===== config.mk =====
export PLATFORM = sky130hd
export DESIGN_NAME = spi_ram_slave
export DESIGN_NICKNAME = d
export VERILOG_FILES = /design/src/rtl/spi_ram_slave_pkg.sv /design/src/rtl/spi_ram_array.sv /design/src/rtl/spi_ram_slave.sv
export SDC_FILE = /design/constraint.sdc
export NUM_CORES = 2
export LEC_CHECK = 0
export BUFFER_PORTS_ARGS = -buffer_cell sky130_fd_sc_hd__buf_2
export CORE_MARGIN = 4
export CORE_UTILIZATION = 44
export DETAILED_ROUTE_END_ITERATION = 6
export SETUP_SLACK_MARGIN = 0.2
export SKIP_LAST_GASP = 1
export SLEW_MARGIN = 0
export SYNTH_ARGS = -nofsm -noshare
export SYNTH_HDL_FRONTEND = slang
export SYNTH_HIERARCHICAL = 1
export SYNTH_SLANG_ARGS = --single-unit

===== constraint.sdc =====
create_clock -name clk -period 4.59 [get_ports clk]
set_input_delay 1.377 -clock clk [delete_from_list [all_inputs] [get_ports clk]]
set_output_delay 1.377 -clock clk [all_outputs]
set_load 0.05 [all_outputs]

===== src/rtl/spi_ram_slave_pkg.sv =====
// Shared SPI definitions: command opcodes and slave FSM states, also used by the CPU fetch master.
package spi_ram_slave_pkg;

  localparam logic [7:0] CMD_WRITE = 8'h02;
  localparam logic [7:0] CMD_READ  = 8'h03;

  typedef enum logic [2:0] {
    ST_IDLE,
    ST_CMD,
    ST_ADDR,
    ST_READ,
    ST_WRITE,
    ST_IGNORE
  } spi_state_e;

endpackage


===== src/rtl/spi_ram_array.sv =====
// Byte memory for the SPI RAM slave: one arbitrated write port (SPI over backdoor), one combinational read port.
module spi_ram_array #(
  parameter int unsigned MEM_BYTES = 256,
  parameter int unsigned AW        = $clog2(MEM_BYTES)
) (
  input  logic          clk,
  input  logic          spi_we,
  input  logic [AW-1:0] spi_addr,
  input  logic [7:0]    spi_wdata,
  input  logic          bd_we,
  input  logic [AW-1:0] bd_addr,
  input  logic [7:0]    bd_wdata,
  input  logic [AW-1:0] rd_addr,
  output logic [7:0]    rd_data
);

  logic [7:0] mem [MEM_BYTES];

  // Contents survive reset; on an address collision the SPI write wins.
  always_ff @(posedge clk) begin
    if (bd_we && !(spi_we && (spi_addr == bd_addr))) begin
      mem[bd_addr] <= bd_wdata;
    end
    if (spi_we) begin
      mem[spi_addr] <= spi_wdata;
    end
  end

  assign rd_data = mem[rd_addr];

endmodule


===== src/rtl/spi_ram_slave.sv =====
// SPI mode-0 RAM slave: synchronised pins, READ (0x03) / WRITE (0x02) with auto-increment and wrap.
module spi_ram_slave
  import spi_ram_slave_pkg::*;
#(
  parameter int unsigned MEM_BYTES   = 256,
  parameter int unsigned ADDR_BYTES  = 1,
  parameter int unsigned SYNC_STAGES = 2
) (
  input  logic                         clk,
  input  logic                         rst_n,
  input  logic                         cs_n,
  input  logic                         sck,
  input  logic                         mosi,
  output logic                         miso,
  output logic                         miso_oe,
  input  logic                         bd_we,
  input  logic [$clog2(MEM_BYTES)-1:0] bd_addr,
  input  logic [7:0]                   bd_wdata,
  output logic                         busy
);

  localparam int unsigned     AW             = $clog2(MEM_BYTES);
  localparam logic [1:0]      LAST_ADDR_BYTE = 2'(ADDR_BYTES - 1);
  localparam logic [AW-1:0]   ADDR_ONE       = AW'(1);

  logic [SYNC_STAGES-1:0] cs_sync_q, cs_sync_d;
  logic [SYNC_STAGES-1:0] sck_sync_q, sck_sync_d;
  logic [SYNC_STAGES-1:0] mosi_sync_q, mosi_sync_d;
  logic [SYNC_STAGES-1:0] fill_q, fill_d;
  logic                   armed_q, armed_d;
  logic                   sck_prev_q, sck_prev_d;
  spi_state_e             state_q, state_d;
  logic [2:0]             bit_cnt_q, bit_cnt_d;
  logic [1:0]             byte_cnt_q, byte_cnt_d;
  logic [6:0]             shift_in_q, shift_in_d;
  logic [7:0]             shift_out_q, shift_out_d;
  logic [AW-1:0]          addr_q, addr_d;
  logic                   is_read_q, is_read_d;
  logic                   miso_q, miso_d;
  logic                   miso_oe_q, miso_oe_d;

  logic          cs_s, sck_s, mosi_s, sck_rise, sck_fall;
  logic [7:0]    rx_byte;
  logic [AW-1:0] addr_shift, addr_inc, rd_addr;
  logic [7:0]    rd_data;
  logic          spi_we;

  assign cs_s       = cs_sync_q[SYNC_STAGES-1];
  assign sck_s      = sck_sync_q[SYNC_STAGES-1];
  assign mosi_s     = mosi_sync_q[SYNC_STAGES-1];
  assign sck_rise   = sck_s & ~sck_prev_q;
  assign sck_fall   = ~sck_s & sck_prev_q;
  assign rx_byte    = {shift_in_q, mosi_s};
  assign addr_shift = {addr_q[AW-2:0], mosi_s};
  assign addr_inc   = addr_q + ADDR_ONE;
  // In ADDR the read port looks at the address being completed this rise; otherwise at the next byte.
  assign rd_addr    = (state_q == ST_ADDR) ? addr_shift : addr_inc;

  always_comb begin
    cs_sync_d   = {cs_sync_q[SYNC_STAGES-2:0], cs_n};
    sck_sync_d  = {sck_sync_q[SYNC_STAGES-2:0], sck};
    mosi_sync_d = {mosi_sync_q[SYNC_STAGES-2:0], mosi};
    fill_d      = {fill_q[SYNC_STAGES-2:0], 1'b1};
    // Only a cs_n seen high after reset arms command decoding, so a held-low cs_n is not a fresh fall.
    armed_d     = armed_q | (fill_q[SYNC_STAGES-1] & cs_s);
    sck_prev_d  = sck_s;
    state_d     = state_q;
    bit_cnt_d   = bit_cnt_q;
    byte_cnt_d  = byte_cnt_q;
    shift_in_d  = shift_in_q;
    shift_out_d = shift_out_q;
    addr_d      = addr_q;
    is_read_d   = is_read_q;
    miso_d      = miso_q;
    miso_oe_d   = miso_oe_q;
    spi_we      = 1'b0;

    if (cs_s) begin
      state_d    = ST_IDLE;
      bit_cnt_d  = '0;
      byte_cnt_d = '0;
    end else begin
      unique case (state_q)
        ST_IDLE: begin
          if (armed_q) begin
            state_d    = ST_CMD;
            bit_cnt_d  = '0;
            byte_cnt_d = '0;
            shift_in_d = '0;
            addr_d     = '0;
          end
        end
        ST_CMD: begin
          if (sck_rise) begin
            shift_in_d = rx_byte[6:0];
            bit_cnt_d  = bit_cnt_q + 3'd1;
            if (bit_cnt_q == 3'd7) begin
              if (rx_byte == CMD_READ) begin
                state_d   = ST_ADDR;
                is_read_d = 1'b1;
              end else if (rx_byte == CMD_WRITE) begin
                state_d   = ST_ADDR;
                is_read_d = 1'b0;
              end else begin
                state_d = ST_IGNORE;
              end
            end
          end
        end
        ST_ADDR: begin
          if (sck_rise) begin
            addr_d    = addr_shift;
            bit_cnt_d = bit_cnt_q + 3'd1;
            if (bit_cnt_q == 3'd7) begin
              byte_cnt_d = byte_cnt_q + 2'd1;
              if (byte_cnt_q == LAST_ADDR_BYTE) begin
                if (is_read_q) begin
                  state_d     = ST_READ;
                  shift_out_d = rd_data;
                  miso_oe_d   = 1'b1;
                end else begin
                  state_d = ST_WRITE;
                end
              end
            end
          end
        end
        ST_READ: begin
          if (sck_fall) begin
            miso_d    = shift_out_q[7];
            bit_cnt_d = bit_cnt_q + 3'd1;
            if (bit_cnt_q == 3'd7) begin
              addr_d      = addr_inc;
              shift_out_d = rd_data;
            end else begin
              shift_out_d = {shift_out_q[6:0], 1'b0};
            end
          end
        end
        ST_WRITE: begin
          if (sck_rise) begin
            shift_in_d = rx_byte[6:0];
            bit_cnt_d  = bit_cnt_q + 3'd1;
            if (bit_cnt_q == 3'd7) begin
              spi_we = 1'b1;
              addr_d = addr_inc;
            end
          end
        end
        ST_IGNORE: begin
        end
        default: state_d = ST_IDLE;
      endcase
    end

    if (state_d != ST_READ) begin
      miso_d    = 1'b0;
      miso_oe_d = 1'b0;
    end
  end

  always_ff @(posedge clk or negedge rst_n) begin
    if (!rst_n) begin
      cs_sync_q   <= '1;
      sck_sync_q  <= '0;
      mosi_sync_q <= '0;
      fill_q      <= '0;
      armed_q     <= 1'b0;
      sck_prev_q  <= 1'b0;
      state_q     <= ST_IDLE;
      bit_cnt_q   <= '0;
      byte_cnt_q  <= '0;
      shift_in_q  <= '0;
      shift_out_q <= '0;
      addr_q      <= '0;
      is_read_q   <= 1'b0;
      miso_q      <= 1'b0;
      miso_oe_q   <= 1'b0;
    end else begin
      cs_sync_q   <= cs_sync_d;
      sck_sync_q  <= sck_sync_d;
      mosi_sync_q <= mosi_sync_d;
      fill_q      <= fill_d;
      armed_q     <= armed_d;
      sck_prev_q  <= sck_prev_d;
      state_q     <= state_d;
      bit_cnt_q   <= bit_cnt_d;
      byte_cnt_q  <= byte_cnt_d;
      shift_in_q  <= shift_in_d;
      shift_out_q <= shift_out_d;
      addr_q      <= addr_d;
      is_read_q   <= is_read_d;
      miso_q      <= miso_d;
      miso_oe_q   <= miso_oe_d;
    end
  end

  spi_ram_array #(
    .MEM_BYTES(MEM_BYTES),
    .AW       (AW)
  ) u_array (
    .clk      (clk),
    .spi_we   (spi_we),
    .spi_addr (addr_q),
    .spi_wdata(rx_byte),
    .bd_we    (bd_we),
    .bd_addr  (bd_addr),
    .bd_wdata (bd_wdata),
    .rd_addr  (rd_addr),
    .rd_data  (rd_data)
  );

  assign miso    = miso_q;
  assign miso_oe = miso_oe_q;
  assign busy    = ~cs_s;

endmodule


==> results.py <==
metrics = {
    "outcome": {
        "status": "finished, violations left",
        "violations": "DRC, slew limit",
    },
    "layout": {
        "fin_nets": 7001,
        "drive_gt1_share_pct": 50.66,
        "fin_cells": 10490,
        "syn_to_final_growth_pct": 13.35,
        "fin_util_pct": 50.18,
    },
    "setup_path": {
        "worst_setup_path_start_kind": "register",
        "critPathMaxFanout": 12,
        "reg2reg_depth": 16,
        "critPathKind": "register to register",
        "cp.required_ns": 5.38,
        "cp-end-kind": "register",
        "arrival_ns": 5.16,
    },
    "timing": {
        "relSlewSlack_pct": -6.665,
        "timing.fmax_mhz": 228.7,
        "setup_viol": 0,
        "skew_ns": 0.05536,
        "final_hold_viol_count": 0,
        "fin_ws_ns": 0.2181,
        "slew_viol_final": 54,
        "setup_tns_ns": 0,
        "fin_crit_ns": 4.372,
        "period_share_pct": 95.25,
        "tightest_slew_ns": 1.600,
        "whs_ns": 0.3422,
        "rsz0062_at_grt": "no",
    },
    "cts": {
        "clockRootBuffer": "clkbuf_16",
        "ctsHoldBuffers": 0,
        "cts_buffers": 227,
        "clock_latency_ns": 0.90,
        "cts_tree": "done",
        "clk_pin_slew_worst_paths_ns": 0.06,
        "htreeDepth": 4,
        "cts_buffer_depth": 3,
        "cts.sink_count": 2092,
    },
    "yosys": {
        "syn-num-nets": 6893,
        "synth-async-reset-ratio_pct": 2.103,
        "yosysSeqAreaShare_pct": 57.40,
        "synth_edf_count": 2048,
        "synth.distinct_cells": 87,
        "yosys_warnings": 6,
        "avgSynthCellArea_sq_um": 15.88,
        "synthFlopType": "edfxtp_1",
        "postSynthCellCount": 6867,
        "synth_area_sq_um": 109100,
        "ys_ff_latch": 2092,
    },
    "drt": {
        "via_per_inst": 6.533,
        "vias": 68530,
        "postRouteWirelength_mm": 366.9,
        "wl_per_cell_microns": 34.97,
        "first_pass_iters": 7,
        "drtIter0Drc": 8346,
        "route.detailed.drc": 2,
        "ant_nets": 0,
    },
    "global_route": {
        "antenna_found_initial": 21,
        "grt_pass1_wl_mm": 519.4,
        "grt_usage_pct": 27.84,
        "first_global_vias": 67070,
        "overflow": 0,
        "use_met2_pct": 42.57,
        "grt_max_degree": 156,
        "grt.met1_usage_pct": 39.01,
        "met3_usage_pct": 5.796,
        "grt.busiest_layer": "met2",
    },
    "die": {
        "dieArea_sq_um": 255900,
        "chipWidth_microns": 505.9,
        "num_rows": 182,
        "ioPinCount": 25,
        "core_area_sq_um": 246400,
        "start_util_pct": 44.27,
        "die_height_microns": 505.9,
    },
    "placed_design": {
        "io_buffers": 24,
        "gp_congestion": 0.9059,
        "numPlacedInstances": 10030,
        "hpwl_mm": 227.3,
        "dp_worst_setup_slack_ns": -0.7088,
    },
    "hold_path": {
        "hold_path_class": "register to register",
        "holdPathStages": 0,
    },
    "power_and_ir_drop": {
        "power_density_nw_per_um2": 333.6,
        "leakagePower_uw": 0.04030,
        "ir_worst_vdd_uv": 424.8,
    },
    "job": {
        "drv_cap": 0,
    },
}
==> cell type report <==
cell class,count,area (sq um)
Fill cell,20740,122800
Multi-Input combinational cell,3992,43540
Timing Repair Buffer,636,5873
Inverter,26,97.59
Antenna cell,9,22.52
Clock buffer,289,6016
Clock inverter,134,1303
Sequential cell,2092,62640
Tap cell,3312,4144
==> path summary, 6_finish.rpt <==
| check | from | endpoint | slack, ns |
|---|---|---|---|
| max in group asynchronous | rst_n | shift_out_q[3] | 3.23 |
| setup reg to reg | state_q[1] | shift_out_q[2] | 0.22 |
| setup / recovery | state_q[1] | shift_out_q[2] | 0.22 |
| hold / removal | sck_sync_q[0] | sck_sync_q[1] | 0.34 |
| hold reg to reg | sck_sync_q[0] | sck_sync_q[1] | 0.34 |
| min in group asynchronous | rst_n | mosi_sync_q[0] | 0.57 |
==> kinds of logic (layout without fill, tap and decap cells) <==
family | after synthesis | count (layout) | share of synthesized area, %
compound gates | 643 | 643 | 3.899
xor+xnor | 15 | 15 | 0.1205
fa+ha+maj | 4 | 4 | 0.04589
buf+inv | 784 | 1085 | 3.152
flops | 2092 | 2092 | 57.40
mux | 2719 | 2719 | 32.81
other cells | 1 | 10 | 0.003438
simple gates | 609 | 610 | 2.566
==> layout by cell type (no fill, tap or decap), drive strengths merged, types with 42 or more instances in the layout <==
master / count
clkbuf: 297
nand2: 191
a21oi: 84
nor2: 226
o22ai: 196
nor3: 42
edfxtp: 2048
dfrtp: 42
o21ai: 137
clkinv: 99
mux2: 2083
buf: 628
o221ai: 57
mux2i: 159
a22oi: 60
mux4: 477
==> report_power, final <==
| group | switching, uW | internal (uW) |
|---|---|---|
| sequential | 70.9 | 21000 |
| combinational | 1130 | 794 |
| clock | 7880 | 10400 |
| total | 9080 | 32200 |
==> flip-flops by register name, summed over array words and instances (netlist names), 3 cells and up <==
register,count
addr_q,8
shift_in_q,7
state_q,3
u_array/mem,2048
shift_out_q,8
bit_cnt_q,3
==> cells in the mapped netlist (all sizes together), types with 57 or more instances <==
cell type / instances / area [sq um]
buf: 135 / 1002
edfxtp: 2048 / 61500
clkbuf: 623 / 2338
mux4: 477 / 10740
mux2: 2083 / 23460
nand2: 190 / 715.7
o21ai: 137 / 685.7
o221ai: 57 / 505.5
a21oi: 84 / 420.4
a22oi: 60 / 450.4
nor2: 226 / 848.3
o22ai: 196 / 1232
mux2i: 159 / 1592
==> per-layer routing <==
layer	wire (microns)	part of all wire [%]	vias up
met2	166900	45	3633
li1	-	-	27720
met5	122	0.033	-
met3	33590	9.2	731
met4	16080	4.4	18
met1	150200	41	36430
==> stage by stage <==
step	area [sq um]	total power, uW
6_report	123600	41240
5_1_grt	123600	42410
4_1_cts	123100	41500
3_5_place_dp	115600	23350
3_3_place_gp	115600	23300
2_1_floorplan	109100	22660
==> worst max-delay path: stages (launching register included) <==
cell       delay (ns)
dfrtp_1          0.39
and2b_1          0.20
nand2_4          0.12
nor2_1           0.08
a21oi_4          0.25
buf_12           0.24
buf_12           0.14
clkbuf_16        0.20
buf_4            0.16
mux4_2           0.52
mux4_2           0.50
a22o_2           0.31
a21oi_1          0.23
o21ai_0          0.15
and3b_1          0.19
mux2_2           0.25
mux2_1           0.29
==> repair_timing <==
action / 4_1_cts / 5_1_grt
gates resized for setup: 32 / 44
gates cloned: 1 / 7
buffers inserted: 5 / 14
pin swaps: 6 / 4
endpoints found under the hold margin: 0 / 0
endpoints found under the setup margin: 8 / 8
(Power assumes the default switching activity.)
